## src/rtl/permute_gather_pipe_pkg.sv

```systemverilog
// Shared parameters and helpers for the read-side lane gather.
// P and MAP normally come from the datapath parameter set; the defaults give 4 lanes with 2-bit tags.
`ifndef P
`define P 2
`endif
`ifndef MAP
`define MAP 2
`endif

package permute_gather_pipe_pkg;

  function automatic int level_width(input int depth);
    return $clog2(depth + 1);
  endfunction

endpackage

```

## src/rtl/permute_gather_pipe_perm_map_fifo.sv

```systemverilog
// Holds each request's destination map until its bank response returns.
// ovf/udf are registered one-cycle pulses. A push into an empty FIFO is never bypassed to a same-cycle pop.
module perm_map_fifo
  import permute_gather_pipe_pkg::*;
#(
  parameter int DW    = 9,
  parameter int DEPTH = 4,
  parameter int LW    = level_width(DEPTH)
) (
  input  logic          clk,
  input  logic          rst_n,
  input  logic          i_push,
  input  logic          i_pop,
  input  logic [DW-1:0] i_data,
  output logic [DW-1:0] o_head,
  output logic          o_pop_ok,
  output logic          o_ovf,
  output logic          o_udf,
  output logic [LW-1:0] o_level
);

  localparam int PW = (DEPTH > 1) ? $clog2(DEPTH) : 1;

  logic [DW-1:0] r_mem [DEPTH];
  logic [PW-1:0] r_wr_ptr;
  logic [PW-1:0] r_rd_ptr;
  logic [LW-1:0] r_level;
  logic          r_ovf;
  logic          r_udf;

  logic w_empty;
  logic w_full;
  logic w_pop;
  logic w_push;

  assign w_empty = (r_level == '0);
  assign w_full  = (r_level == LW'(DEPTH));
  assign w_pop   = i_pop && !w_empty;
  // At full, a push only fits when the head leaves in the same cycle.
  assign w_push  = i_push && (!w_full || w_pop);

  always_ff @(posedge clk) begin
    if (w_push) r_mem[r_wr_ptr] <= i_data;
  end

  always_ff @(posedge clk or negedge rst_n) begin
    if (!rst_n) begin
      r_wr_ptr <= '0;
      r_rd_ptr <= '0;
      r_level  <= '0;
      r_ovf    <= 1'b0;
      r_udf    <= 1'b0;
    end else begin
      if (w_push) r_wr_ptr <= r_wr_ptr + PW'(1);
      if (w_pop)  r_rd_ptr <= r_rd_ptr + PW'(1);
      case ({w_push, w_pop})
        2'b10:   r_level <= r_level + LW'(1);
        2'b01:   r_level <= r_level - LW'(1);
        default: r_level <= r_level;
      endcase
      r_ovf <= i_push && w_full && !w_pop;
      r_udf <= i_pop && w_empty;
    end
  end

  assign o_head   = r_mem[r_rd_ptr];
  assign o_pop_ok = w_pop;
  assign o_ovf    = r_ovf;
  assign o_udf    = r_udf;
  assign o_level  = r_level;

endmodule

```

## src/rtl/permute_gather_pipe.sv

```systemverilog
// Returns bank-ordered read data to lane order: out lane i = bank slot dest[i].
// Maps are queued at request time, checked for being a permutation, and applied when the response arrives.
module permute_gather_pipe
  import permute_gather_pipe_pkg::*;
#(
  parameter int N     = 2 * `P,
  parameter int W     = 1,
  parameter int SELW  = `MAP,
  parameter int DEPTH = 4
) (
  input  logic                           clk,
  input  logic                           rst_n,
  input  logic                           i_req_valid,
  input  logic [N*SELW-1:0]              i_req_dest_bus,
  input  logic                           i_rsp_valid,
  input  logic [N*W-1:0]                 i_rsp_bus,
  output logic                           o_out_valid,
  output logic [N*W-1:0]                 o_out_bus,
  output logic                           o_out_map_err,
  output logic                           o_ovf_err,
  output logic                           o_udf_err,
  output logic [level_width(DEPTH)-1:0]  o_fifo_level
);

  localparam int LW = level_width(DEPTH);
  localparam int DW = N * SELW + 1;

  logic              w_bad;
  logic [DW-1:0]     w_head;
  logic [N*SELW-1:0] w_head_map;
  logic              w_head_bad;
  logic              w_pop_ok;
  logic [N*W-1:0]    w_gather;

  logic              r_out_valid;
  logic [N*W-1:0]    r_out_bus;
  logic              r_out_map_err;

  always_comb begin
    w_bad = 1'b0;
    for (int i = 0; i < N; i++) begin
      if (32'(i_req_dest_bus[i*SELW +: SELW]) >= N) w_bad = 1'b1;
      for (int j = i + 1; j < N; j++) begin
        if (i_req_dest_bus[i*SELW +: SELW] == i_req_dest_bus[j*SELW +: SELW]) w_bad = 1'b1;
      end
    end
  end

  perm_map_fifo #(
    .DW    (DW),
    .DEPTH (DEPTH),
    .LW    (LW)
  ) u_map_fifo (
    .clk      (clk),
    .rst_n    (rst_n),
    .i_push   (i_req_valid),
    .i_pop    (i_rsp_valid),
    .i_data   ({w_bad, i_req_dest_bus}),
    .o_head   (w_head),
    .o_pop_ok (w_pop_ok),
    .o_ovf    (o_ovf_err),
    .o_udf    (o_udf_err),
    .o_level  (o_fifo_level)
  );

  assign w_head_map = w_head[N*SELW-1:0];
  assign w_head_bad = w_head[DW-1];

  // Out-of-range tags match no slot and leave the lane at zero.
  always_comb begin
    w_gather = '0;
    for (int i = 0; i < N; i++) begin
      for (int b = 0; b < N; b++) begin
        if (32'(w_head_map[i*SELW +: SELW]) == b) w_gather[i*W +: W] = i_rsp_bus[b*W +: W];
      end
    end
  end

  always_ff @(posedge clk or negedge rst_n) begin
    if (!rst_n) begin
      r_out_valid   <= 1'b0;
      r_out_bus     <= '0;
      r_out_map_err <= 1'b0;
    end else begin
      r_out_valid <= w_pop_ok;
      if (w_pop_ok) begin
        r_out_bus     <= w_gather;
        r_out_map_err <= w_head_bad;
      end
    end
  end

  assign o_out_valid   = r_out_valid;
  assign o_out_bus     = r_out_bus;
  assign o_out_map_err = r_out_map_err;

endmodule

```

## config.mk

```make
export PLATFORM = sky130hd
export DESIGN_NAME = permute_gather_pipe
export DESIGN_NICKNAME = d
export VERILOG_FILES = /design/src/rtl/permute_gather_pipe_pkg.sv /design/src/rtl/permute_gather_pipe_perm_map_fifo.sv /design/src/rtl/permute_gather_pipe.sv
export SDC_FILE = /design/constraint.sdc
export NUM_CORES = 1
export LEC_CHECK = 0
export CORE_UTILIZATION = 40
export CTS_CLUSTER_DIAMETER = 30
export DETAILED_ROUTE_END_ITERATION = 12
export HOLD_SLACK_MARGIN = 0.06
export SETUP_SLACK_MARGIN = 0.5
export SLEW_MARGIN = 40
export SYNTH_ARGS = -nofsm -noshare
export SYNTH_HDL_FRONTEND = slang
export SYNTH_SLANG_ARGS = --single-unit
```

## constraint.sdc

```tcl
create_clock -name clk -period 5.4 [get_ports clk]
set_input_delay 1.62 -clock clk [delete_from_list [all_inputs] [get_ports clk]]
set_output_delay 1.62 -clock clk [all_outputs]
set_load 0.05 [all_outputs]
```

# --- Word-level counts from Yosys, hierarchy flattened ---
# Memory sizes are Yosys's and may differ from the RTL's.
# Index checks and enable logic that the tools add are counted.
totals:
  out_inout_bits: 11
  reg_bits: 15
  in_bits: 16
  mem_bits_rw: 36
  memories: 1
op_classes:
  eq_ne: 21
  muxes: 25
  addsub: 4
  n_reduce_logical: 15
memory_table:
  columns: ["memory", "words", "width", "read_ports", "rd_ports_with_merged_regs", "write_ports", "line", "source"]
  rows:
  - ["u_map_fifo.r_mem", 4, 9, 1, 0, 1, "permute_gather_pipe_perm_map_fifo.sv:24", "logic [DW-1:0] r_mem [DEPTH];"]
ops:
  columns: ["operator", "n"]
  rows:
  - ["$mux 1", 24]
  - ["$eq 2x2->1 const B", 9]
  - ["$eq 2x2->1", 6]
  - ["$eq 2x1->1 const B", 5]
  - ["$logic_not 2->1", 4]
  - ["$pmux 3 s2", 1]
  - ["$logic_and 1x1->1", 5]
  - ["$add 2x1->2 const B", 2]
  - ["$add 3x1->3 const B", 1]
  - ["$eq 3x3->1 const B", 1]
  - ["$logic_not 1->1", 3]
  - ["$logic_not 3->1", 1]
  - ["$sub 3x1->3 const B", 1]
  - ["$reduce_bool 2->1", 1]
  - ["$logic_or 1x1->1", 1]

# --- Longest topological paths before layout ---
depth:
  depth_word: 7
  depth_mapped: 8
  depth_no_buf: 7

# --- Hierarchy ---
# From an unflattened synthesis, not the netlist that was laid out.
hier_totals:
  cells_unflattened: 118
  hier_area_um2: 2218.4
modules_own_cells:
  columns: ["mod", "n_inst", "cells_each", "area_per_inst_um2", "seq_area_each_um2"]
  rows:
  - ["perm_map_fifo", 1, 87, 1791.7, 1306.3]
  - ["permute_gather_pipe", 1, 31, 426.7, 150.1]

# --- Worst setup path after synthesis ---
# No wires, ideal clock.
synth_path:
  kind: "input -> register"
  from: "input port i_req_valid"
  to: "register u_map_fifo.r_level[1], in the netlist u_map_fifo.o_level[1]"
  n_path_buf: 1
  stages: 7
  t_arrival_ps: 3064
  setup_ps: 87
  path_slack_ps: 2249
  path_cell_list: "clkbuf_1 or2_2 fa_1 o21bai_1 a31oi_1 o21ai_0 a22oi_1"
synth_via:
  elab_chain_cells: 3
synth_lines:
  columns: ["element", "line", "source"]
  rows:
  - ["from (decl)", "permute_gather_pipe.sv:13", "input logic i_req_valid,"]
  - ["$logic_and 1x1->1 *", "permute_gather_pipe_perm_map_fifo.sv:40", "assign w_push = i_push && (!w_full || w_pop);"]
  - ["$eq 2x1->1 or $eq 2x2->1 (tied branches)", "permute_gather_pipe_perm_map_fifo.sv:56", "case ({w_push, w_pop})"]
  - ["$pmux 3 s2 or $reduce_bool 2->1 (tied branches)", null, null]
  - ["to (signal assigned)", "permute_gather_pipe_perm_map_fifo.sv:57", "2'b10: r_level <= r_level + LW'(1);"]
  - ["to (signal assigned)", "permute_gather_pipe_perm_map_fifo.sv:58", "2'b01: r_level <= r_level - LW'(1);"]
  - ["to (signal assigned)", "permute_gather_pipe_perm_map_fifo.sv:59", "default: r_level <= r_level;"]
  - ["to (decl)", "permute_gather_pipe_perm_map_fifo.sv:27", "logic [LW-1:0] r_level;"]
# Mark *: on every way between the ends. The rest lies on a longest branch, timed or not.
# A chain may end at the register's enable or synchronous reset.

# --- Final worst setup path ---
layout_path:
  from: "input port i_rsp_valid"
  to: "register u_map_fifo.r_level[1], in the netlist u_map_fifo.o_level[1]"
layout_via:
  elab_chain_cells: 5
layout_lines:
  columns: ["element", "line", "source"]
  rows:
  - ["from (decl)", "permute_gather_pipe.sv:15", "input logic i_rsp_valid,"]
  - ["$logic_and 1x1->1 *", "permute_gather_pipe_perm_map_fifo.sv:38", "assign w_pop = i_pop && !w_empty;"]
  - ["$logic_or 1x1->1", "permute_gather_pipe_perm_map_fifo.sv:40", null]
  - ["$logic_and 1x1->1", "permute_gather_pipe_perm_map_fifo.sv:40", null]
  - ["$eq 2x1->1 or $eq 2x2->1 (tied branches)", "permute_gather_pipe_perm_map_fifo.sv:56", null]
  - ["$pmux 3 s2 or $reduce_bool 2->1 (tied branches)", null, null]
# Marked as above.

==> implementation parameters <==
Parameter                              Value

Floorplanning
  Ports placed on the boundary    27
  Initial standard-cell utilization of the core    0.417
  DIE WIDTH    78.0 um
  Floorplan Core Area    0.00554 sq mm
  Die Ht    78.0 um
  Die Area    0.00609 sq mm
  Cell Rows    27

CTS
  Post CTS Setup Buffer Count    0
  CTS tree    built
  Number of gates resized after cts    0
  Clock network latency to the later pin of the worst-skew pair    0.29 ns
  Number of buffers added by the clock tree synthesis step    5
  Clk slew on worst S/H paths    0.08 ns
  Level count of the clock H-tree    2
  Sinks on Clock Net    51
  Root buf cell    sky130_fd_sc_hd__clkbuf_8
  Number of buffers on the longest clock path    2
  Hold-fix buffers at CTS    0

Critical path
  CP peak stage delay    0.62 ns
  Critical-path cell with the highest stage delay    sky130_fd_sc_hd__clkdlybuf4s50_1
  Beginning of the critical path    i_rsp_valid
  Start of the worst register-to-register path    u_map_fifo.o_level[0]
  Critical path class    in2reg
  WP data arrival    3.85 ns
  CP startpoint kind    input pin
  Type of destination of the critical path    register
  Required time at the endpoint of the critical path    5.61 ns
  Critical-path maximum fanout    15
  Worst path cell trace    clkdlybuf4s50_1 -> o31ai_4 -> or2_2 -> fa_1 -> o21bai_1 -> a31oi_1 -> o21ai_0 -> a22oi_1

Routing
  Initial DRT Pass Iterations    4
  DRC viols    0
  Avg WL per Cell    15.6 um
  Detail-routed via count per cell    4.94
  Routed wire length    3750 um
  Post-DRT Antenna Nets    0
  Via Count    1191
  Starting DRT DRC Count    30

Timing
  Count of final hold-check violations    0
  Number of max-slew violations in the final report    0
  RSZ-0062 raised after global routing    no
  Max-slew headroom at the worst pin    0.556
  Hold Worst Slack    0.498 ns
  Portion of the clock cycle consumed by the worst path in the final layout    0.675
  Setup skew after layout    0.00745 ns
  Final critical-path required period    3.65 ns
  Highest Clock Rate    274 MHz
  Actual transition at the worst max-transition pin    0.666 ns
  Final setup violation count    0
  Sum of negative setup slack    0 ns

Yosys
  Count of flip-flops with a built-in enable after synthesis    36
  Number of distinct standard cells referenced by the synthesized netlist    33
  Most used DFF post-synth    sky130_fd_sc_hd__edfxtp_1
  Main area contributors after synthesis    sky130_fd_sc_hd__edfxtp_1, sky130_fd_sc_hd__dfrtp_1, sky130_fd_sc_hd__mux4_2
  Sequential share of the synthesized area    0.630
  Post-synth design cell area    0.00231 sq mm
  Count of yosys warnings during synthesis    0
  Post-synth ARST share    0.294
  Per-instance average area after synthesis    16.4 sq um
  Most common library cells after synthesis    sky130_fd_sc_hd__edfxtp_1, sky130_fd_sc_hd__dfrtp_1, sky130_fd_sc_hd__xor2_1, sky130_fd_sc_hd__xnor2_1, sky130_fd_sc_hd__mux2i_1
  Cells after synthesis    141
  Area leader, netlist    sky130_fd_sc_hd__edfxtp_1
  Yosys top cell area share    0.468
  Net count after synthesis    162
  Number of synthesized register bits    51
  Cell with the most instances after synthesis    sky130_fd_sc_hd__edfxtp_1

Pwr
  Power after layout    1.49 mW
  Peak VDD IR    0.000264 V
  PwrDens    537 mW/mm^2
  Static leakage    1.01 nW

Final layout
  Area growth syn-to-layout    19.7%
  Antenna diode count    0
  Finished Layout Cells    241
  Layout net count    189
  Fraction of layout instances using a drive strength above 1    0.148

Global routing
  First-pass GRT wire length    6310 um
  Total routing resource utilization after global routing    0.140
  Vias in the first global route    1263
  Antenna violations before repair    0
  Final global-route overflow total    0
  Maximum number of pins on one net before global-route repair    16

Placement
  Routability cong.    0.668
  Count of input and output buffers    26
  Detailed placement HPWL    2760 um
  Number of placed instances, taps included    233

Hold path
  Class of the most critical hold timing path    reg2reg
  Hold path startpoint    o_out_bus[2]

Job
  Maximum capacitance violations    0

Status
  Result of the run    completed
layout make-up:
class | instances | area [sq um]
clock inverters | 2 | 60.1
well taps | 72 | 90.1
multi-input cells | 78 | 803
flip-flops and latches | 51 | 1460
clock buffers | 6 | 72.6
fillers | 470 | 2780
repair buffers | 26 | 260
inverters | 6 | 22.5
flip-flops by register name, summed over array words and instances (netlist names):
register / count
o_out_bus: 4
o_out_map_err: 1
o_out_valid: 1
u_map_fifo.o_level: 3
u_map_fifo.o_ovf: 1
u_map_fifo.o_udf: 1
u_map_fifo.r_mem: 36
u_map_fifo.r_rd_ptr: 2
u_map_fifo.r_wr_ptr: 2
worst max-delay path, delay by kind of cell:
family	cells	cell delay [ns]
AOI/OAI and AO/OA	5	0.82
and+or+nand+nor	1	0.34
adders and majority gates	1	0.45
buffers and inverters	1	0.62
worst paths after layout:
check / endpoint / slack, ns / cells after the start
worst min register to register: o_out_bus[2] / 0.50 / 2
worst max-delay path: u_map_fifo.o_level[1] / 1.75 / 8
worst max register to register: u_map_fifo.o_level[1] / 2.90 / 7
min in group asynchronous: u_map_fifo.r_wr_ptr[1] / 1.72 / 1
worst min-delay path: o_out_bus[2] / 0.50 / 2
max in group asynchronous: u_map_fifo.r_rd_ptr[0] / 3.25 / 1
kinds of logic after synthesis:
logic type	after synthesis	synth area share
compound gates	15	0.0504
fa+ha+maj	5	0.0303
buf+inv	12	0.0260
xor+xnor	19	0.0720
mux	22	0.152
flops	51	0.630
simple gates	17	0.0395
power breakdown:
part	total, mW	internal, mW	switching (mW)
logic	0.568	0.262	0.306
registers	0.619	0.529	0.0904
clock network	0.299	0.185	0.114
stage by stage:
step	util	worst slack (ns)	cell area [sq um]
2_1_floorplan	-	2.25	2310
5_1_grt	0.499	1.59	2770
3_5_place_dp	0.475	1.45	2630
6_report	0.499	1.75	2770
3_3_place_gp	0.474	1.48	2620
4_1_cts	0.499	1.75	2770
placed cells by master (no fill, tap or decap):
cell type	count
sky130_fd_sc_hd__xor2_1	10
sky130_fd_sc_hd__mux2i_1	8
sky130_fd_sc_hd__nor4b_1	1
sky130_fd_sc_hd__nor2b_1	1
sky130_fd_sc_hd__mux4_1	2
sky130_fd_sc_hd__mux4_2	7
sky130_fd_sc_hd__inv_1	6
sky130_fd_sc_hd__a221oi_1	1
sky130_fd_sc_hd__o21ai_2	4
sky130_fd_sc_hd__o31ai_4	1
sky130_fd_sc_hd__or2_2	1
sky130_fd_sc_hd__bufinv_16	2
sky130_fd_sc_hd__o21bai_1	1
sky130_fd_sc_hd__clkbuf_8	5
sky130_fd_sc_hd__fa_1	1
sky130_fd_sc_hd__o221ai_1	1
sky130_fd_sc_hd__ha_1	4
sky130_fd_sc_hd__clkdlybuf4s50_1	26
sky130_fd_sc_hd__nand2_1	6
sky130_fd_sc_hd__a31oi_1	2
sky130_fd_sc_hd__edfxtp_1	36
sky130_fd_sc_hd__nor3_1	2
sky130_fd_sc_hd__o21ai_0	2
sky130_fd_sc_hd__a22oi_1	1
sky130_fd_sc_hd__and2_1	6
sky130_fd_sc_hd__mux2_2	4
sky130_fd_sc_hd__mux2_4	1
sky130_fd_sc_hd__clkbuf_1	1
sky130_fd_sc_hd__o22ai_1	1
sky130_fd_sc_hd__xnor2_1	9
sky130_fd_sc_hd__dfrtp_1	15
sky130_fd_sc_hd__a21boi_1	1
routing by layer:
layer	wire length [um]	share of wire	track usage
met4	22	0.0059	0.0407
met3	121	0.032	0.0349
met5	0	0	0
met2	1880	0.50	0.235
met1	1730	0.46	0.182
No activity file was read; power rests on OpenSTA's default activity.
